<file path="config.mk">
export PLATFORM = sky130hd
export DESIGN_NAME = biu_bus_master
export DESIGN_NICKNAME = d
export VERILOG_FILES = /design/src/rtl/biu_bus_master.sv
export SDC_FILE = /design/constraint.sdc
export NUM_CORES = 1
export LEC_CHECK = 0
export BUFFER_PORTS_ARGS = -buffer_cell sky130_fd_sc_hd__buf_2
export CAP_MARGIN = 15
export CORE_ASPECT_RATIO = 2
export CORE_MARGIN = 3
export CORE_UTILIZATION = 49
export CTS_BUF_LIST = sky130_fd_sc_hd__clkbuf_16
export DETAILED_ROUTE_END_ITERATION = 6
export PLACE_DENSITY = 0.85
export SLEW_MARGIN = 20
export SYNTH_ARGS = -nofsm -noshare
export SYNTH_HDL_FRONTEND = slang
export SYNTH_SLANG_ARGS = --single-unit
</file>
<file path="constraint.sdc">
create_clock -name clk -period 6.05 [get_ports clk]
set_input_delay 1.21 -clock clk [delete_from_list [all_inputs] [get_ports clk]]
set_output_delay 1.21 -clock clk [all_outputs]
set_load 0.1 [all_outputs]
</file>
<file path="src/rtl/biu_bus_master.sv">
// biu_bus_master: sequences single/burst CPU requests onto the BIU bus with ack counting, error and timeout abort
module biu_bus_master #(
  parameter int TIMEOUT   = 64,
  parameter int MAX_BEATS = 16
) (
  input  logic        clk,
  input  logic        rst,
  input  logic        req_valid_i,
  output logic        req_ready_o,
  input  logic [31:0] req_addr_i,
  input  logic        req_we_i,
  input  logic [3:0]  req_be_i,
  input  logic [3:0]  req_len_i,
  input  logic [1:0]  req_bte_i,
  input  logic [31:0] wdata_i,
  input  logic        wdata_valid_i,
  output logic        wdata_ready_o,
  output logic [31:0] rdata_o,
  output logic        rdata_valid_o,
  output logic        done_o,
  output logic        done_err_o,
  output logic        lock_o,
  output logic        stb_o,
  output logic [31:0] adr_o,
  output logic [3:0]  size_o,
  output logic [1:0]  type_o,
  output logic [2:0]  prot_o,
  output logic        we_o,
  output logic [31:0] d_o,
  input  logic [31:0] q_i,
  input  logic        ack_i,
  input  logic        err_i
);
  typedef enum logic [1:0] {IDLE, ACTIVE, DONE} state_t;
  state_t state;
  logic [$clog2(MAX_BEATS)-1:0] len_r, rem;
  logic [9:0] tcnt;
  logic [29:0] a, m, a_nxt;
  logic beat, abort, last, unused_addr;
  assign unused_addr = ^req_addr_i[1:0];
  // Bus strobe is gated by write-data availability; beat/abort qualifiers derive from it
  always_comb begin
    stb_o = state == ACTIVE && (!we_o || wdata_valid_i);
    beat = stb_o && ack_i && !err_i;
    abort = stb_o && (err_i || (!ack_i && tcnt == 10'(TIMEOUT - 1)));
    last = rem == '0;
    prot_o = (state != ACTIVE || len_r == '0) ? 3'b000 : last ? 3'b111 : 3'b010;
    wdata_ready_o = beat && we_o;
    d_o = (state == ACTIVE && we_o) ? wdata_i : '0;
    a = adr_o[31:2];
    m = type_o == 2'd1 ? 30'd3 : type_o == 2'd2 ? 30'd7 : 30'd15;
    a_nxt = type_o == 2'd0 ? a + 30'd1 : (a & ~m) | ((a + 30'd1) & m);
  end
  // Transfer sequencer: accept, beat counting, address advance, completion/abort
  always_ff @(posedge clk or posedge rst) begin
    if (rst) begin
      state <= IDLE;
      req_ready_o <= 1'b0;
      lock_o <= 1'b0;
      adr_o <= '0;
      size_o <= '0;
      type_o <= '0;
      we_o <= 1'b0;
      len_r <= '0;
      rem <= '0;
      tcnt <= '0;
      rdata_o <= '0;
      rdata_valid_o <= 1'b0;
      done_o <= 1'b0;
      done_err_o <= 1'b0;
    end else begin
      rdata_valid_o <= beat && !we_o;
      if (beat && !we_o) rdata_o <= q_i;
      done_o <= 1'b0;
      done_err_o <= 1'b0;
      case (state)
        IDLE: begin
          tcnt <= '0;
          req_ready_o <= 1'b1;
          if (req_valid_i && req_ready_o) begin
            req_ready_o <= 1'b0;
            state <= ACTIVE;
            lock_o <= 1'b1;
            adr_o <= {req_addr_i[31:2], 2'b00};
            size_o <= req_be_i;
            type_o <= req_bte_i;
            we_o <= req_we_i;
            len_r <= req_len_i;
            rem <= req_len_i;
          end
        end
        ACTIVE: begin
          tcnt <= (stb_o && ack_i) ? '0 : stb_o ? tcnt + 10'd1 : tcnt;
          if (abort) begin
            state <= DONE;
            lock_o <= 1'b0;
            done_o <= 1'b1;
            done_err_o <= 1'b1;
          end else if (beat && last) begin
            state <= DONE;
            lock_o <= 1'b0;
            done_o <= 1'b1;
          end else if (beat) begin
            rem <= rem - 1'b1;
            adr_o <= {a_nxt, 2'b00};
          end
        end
        DONE: begin
          state <= IDLE;
          tcnt <= '0;
          req_ready_o <= 1'b1;
        end
        default: state <= IDLE;
      endcase
    end
  end
endmodule

</file>
== Word level (Yosys, flattened, before mapping) ==
Cells that the tools add are included.

* Flip-flop bits (word level): 96
* Output and inout port bits: 113
* Logic and storage cells: 96

* Add/sub/neg operators: 3
* Equality and inequality tests: 12
* Multiplexer cells: 34
* Bitwise logic cells: 4
* Reductions and logical operators: 29

{| class="wikitable"
|+ Operators by type and width
! operator !! number
|-
| $mux 32 || 5
|-
| $pmux 32 s2 || 1
|-
| $add 30x1->30 const B || 1
|-
| $and 30x30->30 || 1
|-
| $and 30x4->30 || 1
|-
| $mux 30 || 1
|-
| $not 4->30 || 1
|-
| $or 30x30->30 || 1
|-
| $mux 4 || 6
|-
| $mux 10 || 2
|-
| $pmux 10 s2 || 1
|-
| $add 10x1->10 const B || 1
|-
| $eq 10x6->1 const B || 1
|-
| $logic_and 1x1->1 || 10
|-
| $mux 1 || 9
|-
| $logic_not 4->1 || 2
|-
| $ne 2x2->1 const B || 4
|-
| $pmux 4 s2 || 1
|-
| $mux 2 || 3
|-
| $mux 3 || 2
|-
| $ne 3x2->1 const B || 2
|-
| $reduce_and 2->1 || 3
|-
| $reduce_bool 2->1 || 3
|-
| $reduce_and 5->1 || 1
|-
| 11 further kinds || 19
|}

== Longest topological paths before layout ==
Gate-level depths: netlist (run 1).

* Depth after elaboration: 11
* Depth in mapped cells: 9
* Depth with buffers taken out: 7

== Worst setup path after synthesis (run 1) ==
No wires, ideal clock.

* Path type: reg2out
* Start: register state[1]
* End: output port prot_o[2]
* Data arrival time: 3.754 ns
* Slack: 1.086 ns
* Stages on the path, launching flop included: 7
* Buffers on the path: 4
* Cells stage by stage: dfrtp_1 nand2b_1 buf_2 buf_2 buf_1 nor3_1 buf_4

* Word-level cells in the longest chain between the ends: 3

{| class="wikitable"
|+ RTL lines
! what !! RTL line !! text
|-
| start: declaration || 35 || <nowiki>state_t state;</nowiki>
|-
| start signal: assignment || 57 || <nowiki>state <= IDLE;</nowiki>
|-
| start signal: assignment || 82 || <nowiki>state <= ACTIVE;</nowiki>
|-
| start signal: assignment || 95 || <nowiki>state <= DONE;</nowiki>
|-
| $ne 2x1->1 || 47 || <nowiki>prot_o = (state != ACTIVE || len_r == '0) ? 3'b000 : last ? 3'b111 : 3'b010;</nowiki>
|-
| $logic_or 1x1->1 || 47 ||
|-
| $mux 3 || 47 ||
|-
| end: declaration || 27 || <nowiki>output logic [2:0] prot_o,</nowiki>
|}

Every way passes these cells.

== Final worst setup path (run 1) ==
* Start: register we_o
* End: output port wdata_ready_o

* Word-level cells in the longest chain between the ends: 6

{| class="wikitable"
|+ RTL lines
! what !! RTL line !! text
|-
| start: declaration || 28 || <nowiki>output logic we_o,</nowiki>
|-
| start signal: assignment || 87 || <nowiki>we_o <= req_we_i;</nowiki>
|-
| $logic_not 1->1 || 43 || <nowiki>stb_o = state == ACTIVE && (!we_o || wdata_valid_i);</nowiki>
|-
| $logic_or 1x1->1 || 43 ||
|-
| $logic_and 1x1->1 || 43 ||
|-
| $logic_and 1x1->1 (2 in series) || 44 || <nowiki>beat = stb_o && ack_i && !err_i;</nowiki>
|-
| $logic_and 1x1->1 (*) || 48 || <nowiki>wdata_ready_o = beat && we_o;</nowiki>
|-
| end: declaration || 17 || <nowiki>output logic wdata_ready_o,</nowiki>
|}

Mark *: on every way between the ends. The rest lies on a longest branch, timed or not.

==> results by group, run 1 <==
GRT
  • Largest net degree at the start of global routing: 73
  • GRT Overall Usage: 26.5%
  • Vias in the first global route: 4997
  • Initial antenna violation count: 0
  • First-pass GRT wire length: 24200 µm
  • Grt ovf: 0

Synth
  • Synth top area share: 47.1%
  • Post-synth ARST share: 100%
  • Syn_area_per_cell: 9.39 µm²
  • Flop and latch count out of synthesis: 94
  • Synth area leader: dfrtp_1
  • Seq/Total Area, Yosys: 47.1%
  • Yosys Warn Count: 0
  • Count leader, synth: dfrtp_1
  • Post-synthesis mux area share: around 7.4%
  • Cells after Synth: roughly 530
  • Post-synthesis compound-gate area fraction: 16.4%
  • Synth Area in Adders: 1.25%
  • Synth cell count leaders: dfrtp_1, nand2_1, and3_1, o21ai_0, nor2_1
  • Cell variety after synth: 59
  • Largest family of logic cells by synthesized area: simple AND/OR/NAND/NOR gates
  • XOR/XNOR Fraction of Synth Area: less than 1%
  • Cell area after synthesis: 4990 µm²
  • Ranking of synthesized cells by area: dfrtp_1, mux2_2, nand2_1
  • Synth Area in Simple Gates: between 20% and 30%
  • Number of synthesized flops with an enable pin: 0
  • Synth Flop Type: dfrtp_1

STA
  • Setup WS post-layout: 2.27 ns
  • Fin crit share: 62.5%
  • Setup TNS: 0 ns
  • Final Hold Fails: 0
  • Worst-margin pin slew: ~1.1 ns
  • Setup Skew: 0.00836 ns
  • Fmax: roughly 260 MHz
  • Fin. max-slew vios: 0
  • Clock period minus worst slack: 3.78 ns
  • RSZ-0062 raised after global routing: false
  • Rel. slew slack: 25.1%
  • Final setup vio count: 0

Die
  • # IOs: 226
  • Row Count: 51
  • Initial core utilization: 50.8%
  • Die width: 77.4 µm
  • Area of the die: between 10000 and 15000 µm²
  • Core Area: 9830 µm²
  • Die Ht: roughly 150 µm

Critical path
  • Worst EP arrival: 2.57 ns
  • Cells along the critical path: nor2b_1 -> nor2_1 -> and3_1 -> buf_2
  • Largest stage delay, worst path: about 0.93 ns
  • WS Path Type: register to output pin
  • FF-to-FF setup slack: 2.96 ns
  • Critical path startpoint category: register
  • Required time worst endpoint: just under 5 ns
  • Critical path's slowest cell: dfrtp_1
  • Critical path peak fanout: 38
  • Crit. End Element: output pin
  • CP startpoint: we_o$_DFFE_PP0P_
  • Reg2Reg Launch Point: type_o[0]$_DFFE_PP0P_
  • Crit-path leading delay family: simple AND/OR/NAND/NOR gates
  • Critical path buffers and inverters: 1

Drt
  • WL per Instance: roughly 17 µm
  • M1 wire length: between 5000 and 6000 µm
  • DRT Pass-1 Iters: 5
  • Drt drc: 0
  • WL met2: 8130 µm
  • DR WL met3: 902 µm
  • Via density: 5.71
  • Total wire length: 15000 µm
  • DR top layer: met4
  • DR iter-0 viols: between 200 and 300
  • Via count: 4978
  • Routed Antenna Nets: 0

Clock tree
  • H-tree Lvls: 3
  • CTS tree: yes
  • CTS root buf: clkbuf_16
  • Clk pin slew, worst setup/hold paths: around 0.070 ns
  • Clock Sinks: 94
  • Number of CTS-inserted buffers: 9
  • CTS resizes: 0
  • Clk_lat worst skew: 0.35 ns
  • CTS Buffer Depth: 2
  • Buffer count from post-CTS setup fixing: 0
  • Post-CTS Hold Fix Bufs: 0

Placed design
  • PortBufs: about 220
  • Routability Congestion: 0.948
  • Dpl hpwl: around 11000 µm
  • Pre-CTS WS: 2.37 ns

Finish
  • NumNets Final: 852
  • Post-layout util: 66.1%
  • Layout cell share with drive strength beyond 1: between 30% and 40%
  • Area grow syn2layout: 30.0%

Hold path
  • Worst min-delay path class: register to register
  • HP Start: len_r[0]$_DFFE_PP0P_

Run
  • Max-Cap Viols: 0

Status
  • Status: finished, final reports clean
## worst paths after layout
kind                            depth (start not counted)                 endpoint
worst max-delay path                                    4            wdata_ready_o
worst min-delay path                                    2     len_r[0]$_DFFE_PP0P_
worst max register to register                          7    adr_o[19]$_DFFE_PP0P_
worst min register to register                          2     len_r[0]$_DFFE_PP0P_
max in group asynchronous                               3  rdata_o[31]$_DFFE_PP0P_
min in group asynchronous                               2   rdata_o[8]$_DFFE_PP0P_
## worst reg2reg max path, delay by kind of cell, from the launching register on
family / cells / cell delay, ns
and+or+nand+nor: 3 / 1.60
adders and majority gates: 1 / 0.42
buffers and inverters: 1 / 0.08
AOI/OAI and AO/OA: 2 / 0.46
DFF: 1 / 0.39
## layout make-up
class                      count  area (µm²)
tap                          132         165
timing repair buffer         226        1140
multi-input combinational    392        2450
clock inverter                 7         109
clock buffer                   9         225
inverter                      11        42.5
antenna                        1        2.50
fill                         834        3330
sequential                    94        2350
## flip-flops by register name (all words and copies together), names as in the netlist, 2 cells and up, named ones only
register and count:
tcnt 10, rdata_o 32, state 2, size_o 4
rem 4, type_o 2, len_r 4, adr_o 28
## placed cells by master, fill, tap and decap left out, types with 3 or more instances in the layout
master / n
nor3b_1: 4
mux2_2: 32
a21oi_1: 28
o21ai_1: 13
o22ai_1: 7
o211ai_1: 3
ha_1: 5
a32oi_1: 5
nor3_1: 15
nor2_1: 33
a31oi_1: 8
o311ai_1: 3
nand2_1: 76
and3_1: 40
a21boi_0: 3
or3_1: 6
nor4_2: 4
inv_1: 10
nand3_1: 12
dfrtp_1: 94
a41oi_1: 3
inv_6: 3
buf_2: 221
clkbuf_16: 9
nand2b_1: 3
o21ai_0: 37
nand4_1: 7
nand4_2: 4
buf_4: 5
## cells by family (layout without fill, tap and decap cells)
family,after synthesis,after routing
simple gates,220,220
compound gates,130,130
flops,94,94
buf+inv,47,253
mux,33,33
fa+ha+maj,5,5
xor+xnor,2,2
other cells,1,3
## per-layer routing
| metal | global-route usage [%] | vias up |
|---|---|---|
| met5 | 0 | - |
| met2 | 48.3 | 230 |
| met3 | 5.08 | 38 |
| li1 | - | 2329 |
| met1 | 28.9 | 2381 |
| met4 | 12.8 | 0 |
## per-stage QoR
| stage | hold WS, ns | instance area, µm² | cells |
|---|---|---|---|
| 3_3_place_gp | 0.454 | 6150 | 854 |
| 6_report | 0.482 | 6490 | 872 |
| 3_5_place_dp | 0.468 | 6150 | 854 |
| 4_1_cts | 0.485 | 6480 | 870 |
| 2_1_floorplan | 0.446 | 5000 | 533 |
| 5_1_grt | 0.515 | 6490 | 871 |
Power of run 1 is left out: the tool's default activity adds up to more than one toggle a clock period on the data nets, which glitch-free logic cannot reach.
==> inputs of run 2 (changes only) <==
CORE_UTILIZATION = 43   (was 49)
PLACE_DENSITY = 0.79   (was 0.85)
clock period = 3.21 ns   (was 6.05 ns; I/O delays follow)
==> results by group, run 2 (same netlist as run 1, synthesis figures left out) <==
Die
  • Initial core utilization: 44.0% (-6.8 points)
  • Core Area: 11400 µm² (+16%)
  • Die width: 82.2 µm (+6.2%)
  • # IOs: 226 (unchanged)
  • Area of the die: 13000 µm² (+13%)
  • Row Count: 55 (+7.8%)
  • Die Ht: 158 µm (+6.5%)

Finish
  • Regs by FF count: rdata_o (32), adr_o (28), tcnt (10)
  • Fillers: 968 (+16%)
  • Most frequent cells in the layout: buf_2, dfrtp_1, nand2_1, and3_1, o21ai_0
  • NumNets Final: 861 (+1.1%)
  • Area grow syn2layout: 32.1%
  • Post-layout util: 58.1% (-8.0 points)
  • Diodes inserted: 0 (-1)
  • Post-route cell area: 6600 µm² (+1.6%)
  • Biggest register: rdata_o
  • Largest register FFs: 32 (unchanged)
  • Most common cell after layout, fill and taps aside: buf_2
  • Layout cell share with drive strength beyond 1: 40.4% (+1.1 points)

Placed design
  • Routability Congestion: 0.956 (+0.93%)
  • PortBufs: 221 (unchanged)
  • Pre-CTS WS: 0.761 ns (-1.60 ns)
  • Post-DP Area: 6280 µm² (+2.2%)
  • Dpl hpwl: 11800 µm (+4.0%)

Clock tree
  • CTS root buf: clkbuf_16
  • Clock Sinks: 94 (unchanged)
  • CTS tree: yes
  • CTS Buffer Depth: 2 (unchanged)
  • Clk_lat worst skew: 0.34 ns (about the same)
  • Clk pin slew, worst setup/hold paths: 0.08 ns (about the same)
  • Number of CTS-inserted buffers: 9 (unchanged)
  • H-tree Lvls: 3 (unchanged)
  • CTS resizes: 0 (unchanged)
  • Post-CTS Hold Fix Bufs: 0 (unchanged)
  • Buffer count from post-CTS setup fixing: 0 (unchanged)

Critical path
  • Critical path startpoint category: register
  • WS Path Type: register to output pin
  • FF-to-FF setup slack: 0.81 ns (-2.15 ns)
  • CP startpoint: rem[0]$_DFFE_PP0P_
  • Critical path peak fanout: 4 (-89%)
  • Worst EP arrival: 2.17 ns (-0.40 ns)
  • Crit. End Element: output pin
  • Reg2Reg Launch Point: type_o[0]$_DFFE_PP0P_
  • Required time worst endpoint: 2.57 ns (-2.27 ns)

Drt
  • Total wire length: 15100 µm (+0.42%)
  • Drt drc: 0 (unchanged)
  • Via density: 5.60 (-2.0%)
  • Routed Antenna Nets: 0 (unchanged)
  • DRT Pass-1 Iters: 4 (-1)
  • Via count: 4981 (+0.060%)
  • WL per Instance: 17.0 µm (-1.6%)
  • DR iter-0 viols: 303 (+7.1%)

STA
  • Fin crit share: 87.7%
  • Final Hold Fails: 0 (unchanged)
  • Clock period minus worst slack: approximately 2.8 ns
  • Rel. slew slack: 40.5% (+15 points)
  • Worst-margin pin slew: 0.890 ns (-0.225 ns)
  • Fmax: between 300 and 400 MHz
  • Final setup vio count: 0 (unchanged)
  • RSZ-0062 raised after global routing: false
  • Setup TNS: 0 ns (unchanged)
  • Setup Skew: 0.00812 ns (-0.000247 ns)
  • Fin. max-slew vios: 0 (unchanged)
  • Setup WS post-layout: 0.393 ns (-1.87 ns)

Status
  • Status: finished, final reports clean

GRT
  • Grt ovf: 0 (unchanged)
  • Vias in the first global route: 4928 (-1.4%)
  • First-pass GRT wire length: 23400 µm (-3.2%)
  • Largest net degree at the start of global routing: 49 (-33%)
  • GRT Overall Usage: 23.3% (-3.2 points)
  • Initial antenna violation count: 0 (unchanged)

Run
  • Max-Cap Viols: 0 (unchanged)

Hold path
  • Worst min-delay path class: input port to asynchronous set/reset pin
[run 2: cell types whose count changed in the layout (fill, tap and decap cells not counted), sizes merged]
cell,delta
bufinv,-2
inv,-2
buf,+9
diode,-1
clkinv,+4
[run 2: final cells by class]
class / count / area [µm²] / share of cell area (%)
clock inverter: 7 / 86.3 / 1.31
inverter: 11 / 42.5 / 0.645
clock buffer: 9 / 225 / 3.41
sequential: 94 / 2350 / 35.7
tap: 142 / 178 / 2.69
multi-input combinational: 392 / 2470 / 37.5
timing repair buffer: 235 / 1240 / 18.8
[run 2: worst max-delay path, cell delays in order (launching register included)]
cell	delay [ns]
dfrtp_1	0.38
inv_1	0.10
ha_1	0.19
or3b_1	0.47
nor3_4	0.22
buf_2	0.47
[run 2: through the flow]
step	std cells	hold WS [ns]
after floorplan	533	0.446
after global placement	874	0.458
after detailed placement	874	0.468
after CTS	890	0.454
after global routing	890	0.480
final	890	0.431
[run 2: final timing paths]
kind | end | depth (start not counted)
setup / recovery | prot_o[2] | 5
hold / removal | rdata_o[20]$_DFFE_PP0P_ | 2
setup reg to reg | adr_o[18]$_DFFE_PP0P_ | 9
hold reg to reg | len_r[2]$_DFFE_PP0P_ | 2
max in group asynchronous | adr_o[29]$_DFFE_PP0P_ | 3
min in group clk | we_o$_DFFE_PP0P_ | 3
[run 2: layer usage]
layer / wire, µm / global-route usage, %
met1: 5110 / 24.2
met2: 8270 / 42.6
met3: 1130 / 4.76
met4: 597 / 11.6
met5: 0 / 0
Power of run 2 is left out for the same reason.
